<file path="config.mk">
export PLATFORM = sky130hd
export DESIGN_NAME = layer_pass_sequencer
export DESIGN_NICKNAME = d
export VERILOG_FILES = /design/src/rtl/layer_pass_sequencer_pkg.sv /design/src/rtl/pass_slot_gen.sv /design/src/rtl/layer_pass_sequencer.sv
export SDC_FILE = /design/constraint.sdc
export NUM_CORES = 1
export LEC_CHECK = 0
export BUFFER_PORTS_ARGS = -buffer_cell sky130_fd_sc_hd__clkbuf_2
export CAP_MARGIN = 20
export CORE_ASPECT_RATIO = 1.1
export CORE_UTILIZATION = 40
export CTS_CLUSTER_DIAMETER = 50
export CTS_CLUSTER_SIZE = 20
export DETAILED_ROUTE_END_ITERATION = 10
export PLACE_DENSITY = 0.66
export SYNTH_ARGS = -nofsm -noshare
export SYNTH_HDL_FRONTEND = slang
export SYNTH_SLANG_ARGS = --single-unit
</file>
<file path="constraint.sdc">
create_clock -name core_clk -period 4.2 [get_ports core_clk]
set_input_delay 0.63 -clock core_clk [delete_from_list [all_inputs] [get_ports core_clk]]
set_output_delay 0.63 -clock core_clk [all_outputs]
set_load 0.01 [all_outputs]
</file>
<file path="src/rtl/layer_pass_sequencer_pkg.sv">
// Shared types and widths for the layer pass sequencer: layer kind, FSM states,
// and the per-pass id bundle handed to the NoC loader and psum write-back.
package layer_pass_sequencer_pkg;

  localparam int M_WIDTH   = 10;
  localparam int C_WIDTH   = 10;
  localparam int N_WIDTH   = 3;
  localparam int n_WIDTH   = 3;
  localparam int p_WIDTH   = 5;
  localparam int q_WIDTH   = 3;
  localparam int r_WIDTH   = 2;
  localparam int t_WIDTH   = 3;
  localparam int MAX_SLOTS = 4;

  localparam int MSTEP_WIDTH = p_WIDTH + t_WIDTH;
  localparam int CSTEP_WIDTH = q_WIDTH + r_WIDTH;

  typedef enum logic {
    LAYER_CONV = 1'b0,
    LAYER_MAX  = 1'b1
  } layer_t;

  typedef enum logic [2:0] {
    ST_IDLE,
    ST_LOAD,
    ST_ISSUE,
    ST_ADVANCE,
    ST_DONE
  } state_t;

  typedef struct packed {
    logic [N_WIDTH-1:0]                ifmap_base;
    logic [MAX_SLOTS-1:0][M_WIDTH-1:0] filter_ids;
    logic [MAX_SLOTS-1:0]              filter_id_valid;
    logic [MAX_SLOTS-1:0][C_WIDTH-1:0] channel_ids;
    logic [MAX_SLOTS-1:0]              channel_id_valid;
    logic [M_WIDTH-1:0]                psum_channel_base;
    logic                              bias_sel;
    logic                              last_cgroup;
  } pass_ids_t;

endpackage

</file>
<file path="src/rtl/pass_slot_gen.sv">
// Per-slot id generation: id[i] = base + i*stride for the first `count` slots,
// valid only while below `limit`; slots beyond `count` (or when disabled) drive 0.
module pass_slot_gen #(
  parameter int ID_W     = 10,
  parameter int STRIDE_W = 5,
  parameter int CNT_W    = 3,
  parameter int SLOTS    = 4
) (
  input  logic                       enable,
  input  logic [ID_W:0]              base,
  input  logic [STRIDE_W-1:0]        stride,
  input  logic [CNT_W-1:0]           count,
  input  logic [ID_W-1:0]            limit,
  output logic [SLOTS-1:0][ID_W-1:0] ids,
  output logic [SLOTS-1:0]           valid
);

  // Two extra bits keep base + (SLOTS-1)*stride from wrapping before the limit compare.
  localparam int SUM_W = ID_W + 2;

  for (genvar i = 0; i < SLOTS; i++) begin : g_slot
    logic [SUM_W-1:0] id_full;
    logic             in_use;

    assign id_full  = SUM_W'(base) + SUM_W'(i) * SUM_W'(stride);
    assign in_use   = enable && (i < int'(count));
    assign ids[i]   = in_use ? id_full[ID_W-1:0] : '0;
    assign valid[i] = in_use && (id_full < SUM_W'(limit));
  end

endmodule

</file>
<file path="src/rtl/layer_pass_sequencer.sv">
// Walks the N/M/C pass loop nest of one layer and issues per-pass slot ids over valid/ready.
// First pass_valid two cycles after start; ids hold while stalled; abort returns to IDLE.
module layer_pass_sequencer
  import layer_pass_sequencer_pkg::*;
(
  input  logic                              core_clk,
  input  logic                              reset_n,
  input  logic                              start,
  input  logic                              abort,
  input  layer_t                            cfg_X,
  input  logic [M_WIDTH-1:0]                cfg_M,
  input  logic [C_WIDTH-1:0]                cfg_C,
  input  logic [N_WIDTH-1:0]                cfg_N,
  input  logic [n_WIDTH-1:0]                cfg_n,
  input  logic [p_WIDTH-1:0]                cfg_p,
  input  logic [q_WIDTH-1:0]                cfg_q,
  input  logic [r_WIDTH-1:0]                cfg_r,
  input  logic [t_WIDTH-1:0]                cfg_t,
  output logic                              pass_valid,
  input  logic                              pass_ready,
  output logic [N_WIDTH-1:0]                ifmap_base,
  output logic [MAX_SLOTS-1:0][M_WIDTH-1:0] filter_ids,
  output logic [MAX_SLOTS-1:0]              filter_id_valid,
  output logic [MAX_SLOTS-1:0][C_WIDTH-1:0] channel_ids,
  output logic [MAX_SLOTS-1:0]              channel_id_valid,
  output logic [M_WIDTH-1:0]                psum_channel_base,
  output logic                              bias_sel,
  output logic                              last_cgroup,
  output logic                              busy,
  output logic                              done,
  output logic                              cfg_error
);

  state_t state, state_nxt;

  layer_t                 x_q;
  logic [M_WIDTH-1:0]     m_lim;
  logic [C_WIDTH-1:0]     c_lim;
  logic [N_WIDTH-1:0]     n_lim;
  logic [n_WIDTH-1:0]     n_step;
  logic [p_WIDTH-1:0]     p_q;
  logic [q_WIDTH-1:0]     q_q;
  logic [r_WIDTH-1:0]     r_q;
  logic [t_WIDTH-1:0]     t_q;
  logic [MSTEP_WIDTH-1:0] mstep;
  logic [CSTEP_WIDTH-1:0] cstep;
  logic                   err_q;

  logic [M_WIDTH:0] m0, m_sum;
  logic [C_WIDTH:0] c0, c_sum;
  logic [N_WIDTH:0] b0, b_sum;
  logic             c_wrap, m_wrap, b_wrap, last_pass, cfg_err, issuing, is_conv;

  logic [MAX_SLOTS-1:0][M_WIDTH-1:0] f_ids;
  logic [MAX_SLOTS-1:0][C_WIDTH-1:0] c_ids;
  logic [MAX_SLOTS-1:0]              f_vld, c_vld;
  pass_ids_t                         pass;

  // Pooling layers ignore the filter dimension, so only CONV checks M/p/t for zero.
  assign cfg_err = (cfg_C == '0) || (cfg_N == '0) || (cfg_n == '0) || (cfg_q == '0)
                || (cfg_r == '0) || (int'(cfg_t) > MAX_SLOTS) || (int'(cfg_r) > MAX_SLOTS)
                || ((cfg_X == LAYER_CONV) && ((cfg_M == '0) || (cfg_p == '0) || (cfg_t == '0)));

  assign c_sum     = c0 + (C_WIDTH+1)'(cstep);
  assign m_sum     = m0 + (M_WIDTH+1)'(mstep);
  assign b_sum     = b0 + (N_WIDTH+1)'(n_step);
  assign c_wrap    = c_sum >= {1'b0, c_lim};
  assign m_wrap    = (x_q == LAYER_MAX) || (m_sum >= {1'b0, m_lim});
  assign b_wrap    = b_sum >= {1'b0, n_lim};
  assign last_pass = c_wrap && m_wrap && b_wrap;

  always_ff @(posedge core_clk or negedge reset_n) begin
    if (!reset_n) state <= ST_IDLE;
    else          state <= state_nxt;
  end

  always_comb begin
    state_nxt = state;
    if (abort) begin
      state_nxt = ST_IDLE;
    end else begin
      case (state)
        ST_IDLE:    if (start) state_nxt = ST_LOAD;
        ST_LOAD:    state_nxt = cfg_err ? ST_DONE : ST_ISSUE;
        ST_ISSUE:   if (pass_ready) state_nxt = ST_ADVANCE;
        ST_ADVANCE: state_nxt = last_pass ? ST_DONE : ST_ISSUE;
        ST_DONE:    state_nxt = ST_IDLE;
        default:    state_nxt = ST_IDLE;
      endcase
    end
  end

  always_ff @(posedge core_clk or negedge reset_n) begin
    if (!reset_n) begin
      x_q <= LAYER_CONV; m_lim <= '0; c_lim <= '0; n_lim <= '0; n_step <= '0;
      p_q <= '0; q_q <= '0; r_q <= '0; t_q <= '0;
      mstep <= '0; cstep <= '0; err_q <= 1'b0;
      m0 <= '0; c0 <= '0; b0 <= '0;
    end else if (state == ST_LOAD) begin
      x_q <= cfg_X; m_lim <= cfg_M; c_lim <= cfg_C; n_lim <= cfg_N; n_step <= cfg_n;
      p_q <= cfg_p; q_q <= cfg_q; r_q <= cfg_r; t_q <= cfg_t;
      mstep <= MSTEP_WIDTH'(cfg_p) * MSTEP_WIDTH'(cfg_t);
      cstep <= CSTEP_WIDTH'(cfg_q) * CSTEP_WIDTH'(cfg_r);
      err_q <= cfg_err;
      m0 <= '0; c0 <= '0; b0 <= '0;
    end else if (state == ST_ADVANCE) begin
      if (!c_wrap) begin
        c0 <= c_sum;
      end else begin
        c0 <= '0;
        if (!m_wrap) begin
          m0 <= m_sum;
        end else begin
          m0 <= '0;
          b0 <= b_sum;
        end
      end
    end
  end

  assign issuing = (state == ST_ISSUE);
  assign is_conv = (x_q == LAYER_CONV);

  pass_slot_gen #(.ID_W(M_WIDTH), .STRIDE_W(p_WIDTH), .CNT_W(t_WIDTH), .SLOTS(MAX_SLOTS))
    u_filter_slots (.enable(issuing && is_conv), .base(m0), .stride(p_q), .count(t_q),
                    .limit(m_lim), .ids(f_ids), .valid(f_vld));

  pass_slot_gen #(.ID_W(C_WIDTH), .STRIDE_W(q_WIDTH), .CNT_W(r_WIDTH), .SLOTS(MAX_SLOTS))
    u_channel_slots (.enable(issuing), .base(c0), .stride(q_q), .count(r_q),
                     .limit(c_lim), .ids(c_ids), .valid(c_vld));

  always_comb begin
    pass       = '0;
    pass_valid = issuing;
    busy       = (state != ST_IDLE);
    done       = (state == ST_DONE);
    cfg_error  = (state == ST_DONE) && err_q;
    if (issuing) begin
      pass.ifmap_base        = b0[N_WIDTH-1:0];
      pass.filter_ids        = f_ids;
      pass.filter_id_valid   = f_vld;
      pass.channel_ids       = c_ids;
      pass.channel_id_valid  = c_vld;
      pass.psum_channel_base = is_conv ? m0[M_WIDTH-1:0] : M_WIDTH'(c0[C_WIDTH-1:0]);
      pass.bias_sel          = is_conv && (c0 == '0);
      pass.last_cgroup       = !is_conv || c_wrap;
    end
  end

  assign ifmap_base        = pass.ifmap_base;
  assign filter_ids        = pass.filter_ids;
  assign filter_id_valid   = pass.filter_id_valid;
  assign channel_ids       = pass.channel_ids;
  assign channel_id_valid  = pass.channel_id_valid;
  assign psum_channel_base = pass.psum_channel_base;
  assign bias_sel          = pass.bias_sel;
  assign last_cgroup       = pass.last_cgroup;

endmodule

</file>
==> reports/results.ini <==
[worst_setup_path]
worst-path-stages = 14
reg2reg_end = b0[3]$_DFFE_PN0P_
path_class = register to primary output
cp-endpoint = filter_id_valid[3]
critPathMaxStageDelay_ns = 0.48
crit_path_leading_delay_family = compound AO/OA/AOI/OAI gates
critPathLaunch = p_q[0]$_DFFE_PN0P_
critical_path.endpoint_type = primary output
max_fo_critical_path = 4
timing.critical_path.arrival_ns = 3.60
worst_path_buf_inv = 1
r2r_setup_slack_ns = 0.31
startpoint_of_the_worst_register_to_register_path = m0[0]$_DFFE_PN0P_
critical-path-slowest-cell = fa_1
length_in_cells_of_the_worst_reg_to_reg_path = 14
critical_path.cell_chain = fa_1, ha_2, fa_2, a21o_1, a21oi_2, o21bai_1, a21oi_2, o21ai_1, nand2_2, ha_4, a211oi_2, o21ai_1, a211oi_2, buf_2
critPathRequiredTime_ns = 3.57
worst_setup_path_start_kind = register

[logic_synthesis]
synth_xor_area_share_pct = 5.67
warning_count_from_the_yosys_run = 0
synth-simple-area-share_pct = 21.1
post_synth_arst_share_pct = 100
main_combinational_cell_family_by_area_after_synthesis = adder cells
synthDominantAreaCellType = dfrtp_1
synth_sequential_area_ratio_pct = 24.0
syn_area_um2 = 8650
synth_cells = 1040
synth_area_leaders = dfrtp_1, ha_1, nand2_1
compound_cell_area_share_of_the_yosys_netlist_pct = 18.7
syn_avg_cell_area_um2 = 8.32
yosysUniqueCellTypes = 63
predominant_post_synthesis_flop_cell = dfrtp_1
netlist.area_leader.share_pct = 24.0
synth-edff-count = 0
yosys_register_bits = 83
synth_adder_area_share_pct = 23.2
synth.mux.area_fraction_pct = 1.62

[power]
p_int_mw = 2.72
ir_worst_vdd_uv = 216
switching_share_pct = 43.9
power.net_switching_mw = 2.13
p_leak_nw = 5.43
cellPowerDensity_nw_per_um2 = 473
power.share.combinational_pct = 58.7
p_seq_share_pct = 23.1
design_power_total_mw = 4.84
power.share.clock_pct = 18.1

[clocking]
cts-htree-levels = 3
cts.root.buffer_cell = clkbuf_16
clock-sinks = 83
cts_tree = yes
cts_hold_repair.buffers = 0
numCtsBuffers = 9
cts-root-to-sink-buffers = 2
clk-insertion-delay-late_ns = 0.35
clkTransAtPathRegs_ns = 0.06

[timing]
fin_hold_ws_ns = 0.366
report.final.slew_viol_count = 0
finalWorstSetupSlack_ns = -0.0335
post_route_fraction_of_the_period_consumed_by_the_critical_path_pct = 101
setup_repair_after_global_routing_missed_its_margin = yes
finalWorstPathRequiredPeriod_ns = 4.23
number_of_hold_violations_in_the_final_report = 0
achievable-frequency_ghz = 0.236
slew-limit-headroom_pct = 44.1
tightest_slew_ns = 0.838
skew_ns = 0.00661
report.final.setup_viol = 1

[floorplan]
start_util_pct = 40.7
core_um2 = 21200
die-area_um2 = 22200
die_w_um = 142
rows = 56
ioPinCount = 152
floorplan.die.height_um = 156

[cells_and_area]
final_net_count = 1380
layout.cells.non_filler = 1480
drive_above_1_share_pct = 20.0
antennaDiodeCount = 0
filler_cell_count = 2082
flow.area_growth_from_synthesis_pct = 18.3

[global_route]
grt_max_degree = 64
global_route.overflow_total = 0
grt_pass1_wl_um = 40400
grt_antenna_before_repair = 1
grt_pass1_vias = 7402
globalRouteTotalUtil_pct = 23.7

[placed_design]
gp_routability_congestion = 0.947
post-place-ws_ns = 0.0166
dpl.hpwl_um = 20300
dpl.cell_count = 1456
port_buffers = 140

[routing]
via_count = 8061
detail_route.wirelength_um = 26100
detailedRoute.firstPassIterationCount = 5
average_wire_per_cell_in_the_routed_design_um = 17.7
drt_iter0_markers = 467
remaining_drc_errors = 0
detail_route.vias_per_cell = 5.45
ant_nets = 0

[run_status]
outcome = complete, but fails checks
failed_checks = negative setup slack

[run]
max_cap_violations = 0

[worst_hold_path]
min_path_type = input port to async pin

-- logic make-up after synthesis --
group	after synthesis
buf+inv	116
simple gates	377
compound gates	243
xor+xnor	56
fa+ha+maj	150
flops	83
other cells	1
mux	14
-- final cells by class --
cell class / instances / area (um^2) / share of cell area (%)
sequential: 83 / 2080 / 20.3
clock inverter: 4 / 72.6 / 0.709
multi-input combinational: 851 / 6240 / 60.9
timing repair buffer: 180 / 1000 / 9.80
inverter: 60 / 225 / 2.20
clock buffer: 12 / 256 / 2.51
tap: 290 / 363 / 3.54
-- worst min path at each step --
stage / end / slack [ns] / depth (start not counted)
2_1_floorplan: b0[0]$_DFFE_PN0P_ / 0.33 / 0
3_3_place_gp: cstep[0]$_DFFE_PN0P_ / 0.46 / 2
3_5_place_dp: mstep[0]$_DFFE_PN0P_ / 0.47 / 2
4_1_cts: c_lim[2]$_DFFE_PN0P_ / 0.40 / 1
5_1_grt: c_lim[3]$_DFFE_PN0P_ / 0.43 / 1
6_report: c_lim[3]$_DFFE_PN0P_ / 0.37 / 1
-- metrics by stage --
stage / util [%] / setup TNS, ns / instance area, um^2
6_report: 48.2 / -0.0335 / 10200
5_1_grt: 48.2 / -0.163 / 10200
4_1_cts: 47.8 / -0.0124 / 10100
3_5_place_dp: 45.8 / 0 / 9730
3_3_place_gp: 45.8 / 0 / 9730
2_1_floorplan: - / 0 / 8690
-- cells in the final DEF, fill, tap and decap left out, types with 11 or more instances in the layout --
cell type,n
nor2_1,48
mux2i_1,14
o31ai_1,14
o21ai_0,66
clkbuf_2,137
nor4_1,11
inv_1,60
xor2_1,19
conb_1,11
and3_1,31
ha_1,130
a21o_1,36
nand2_1,154
nand3_1,20
and2_1,50
buf_4,41
a21oi_1,39
dfrtp_1,81
nor3_1,14
xnor2_1,37
fa_1,13
-- flip-flops by register name (all words and copies together), names as in the netlist, 4 cells and up --
register  cells
c0           11
cstep         5
c_lim        10
p_q           5
mstep         8
m_lim        10
m0           11
b0            4
-- worst register-to-register path, stage by stage (launching register included) --
cell and delay [ns]:
dfrtp_1 0.43, ha_1 0.25, fa_1 0.44, a211oi_2 0.20, o21ai_1 0.16, a31o_2 0.28, xnor2_1 0.17, inv_1 0.07
ha_1 0.31, a21o_1 0.19, a211o_1 0.29, a221oi_2 0.22, nand3_2 0.19, and2_1 0.25, a221o_1 0.31
-- synthesized netlist by cell type (2+ instances only) --
cell type and n:
a211oi_1 15, xnor2_1 37, xor2_1 19, a21oi_1 47, o2111ai_1 4, dfrtp_1 83, o2111a_1 3, o211ai_2 2
a211o_1 5, nand2b_1 11, o211ai_1 4, o21a_1 3, o21bai_1 5, o32a_1 2, clkbuf_1 29, mux2i_1 14
a221o_1 4, nand3_1 20, o31ai_1 14, and3_1 31, buf_4 14, nor2_1 50, and2_1 50, buf_1 6
a31o_2 3, nor4_1 12, a31oi_1 3, o31a_1 4, nor2b_1 10, nand4_1 8, nand2_1 155, buf_2 7
inv_1 60, o211a_1 5, ha_1 133, a21o_1 36, o21ai_1 3, o21ai_0 69, or4_1 4, nor3_1 14
fa_1 17, or3_1 4
-- power groups by stage --
stage	registers (mW)	logic [mW]	clock network, mW
global placement	1.13	2.62	0
global route	1.14	3.21	0.935
floorplan	1.09	1.94	0
detailed placement	1.13	2.69	0
finish	1.12	2.85	0.879
CTS	1.12	2.77	0.902
-- metal layers --
metal	global-route usage [%]	share of wire [%]	vias to the layer above
met1	30.9	43	3805
met5	0	0.050	-
met2	39.9	48	263
met3	3.70	6.5	41
met4	7.78	2.5	2
li1	-	-	3950
-- what timing repair did --
item | 4_1_cts | 5_1_grt
pin swaps | 8 | 6
gates resized for setup | 16 | 19
endpoints found under the hold margin | 0 | 0
buffers inserted | 4 | 4
endpoints found under the setup margin | 2 | 17
(Power assumes the default switching activity.)
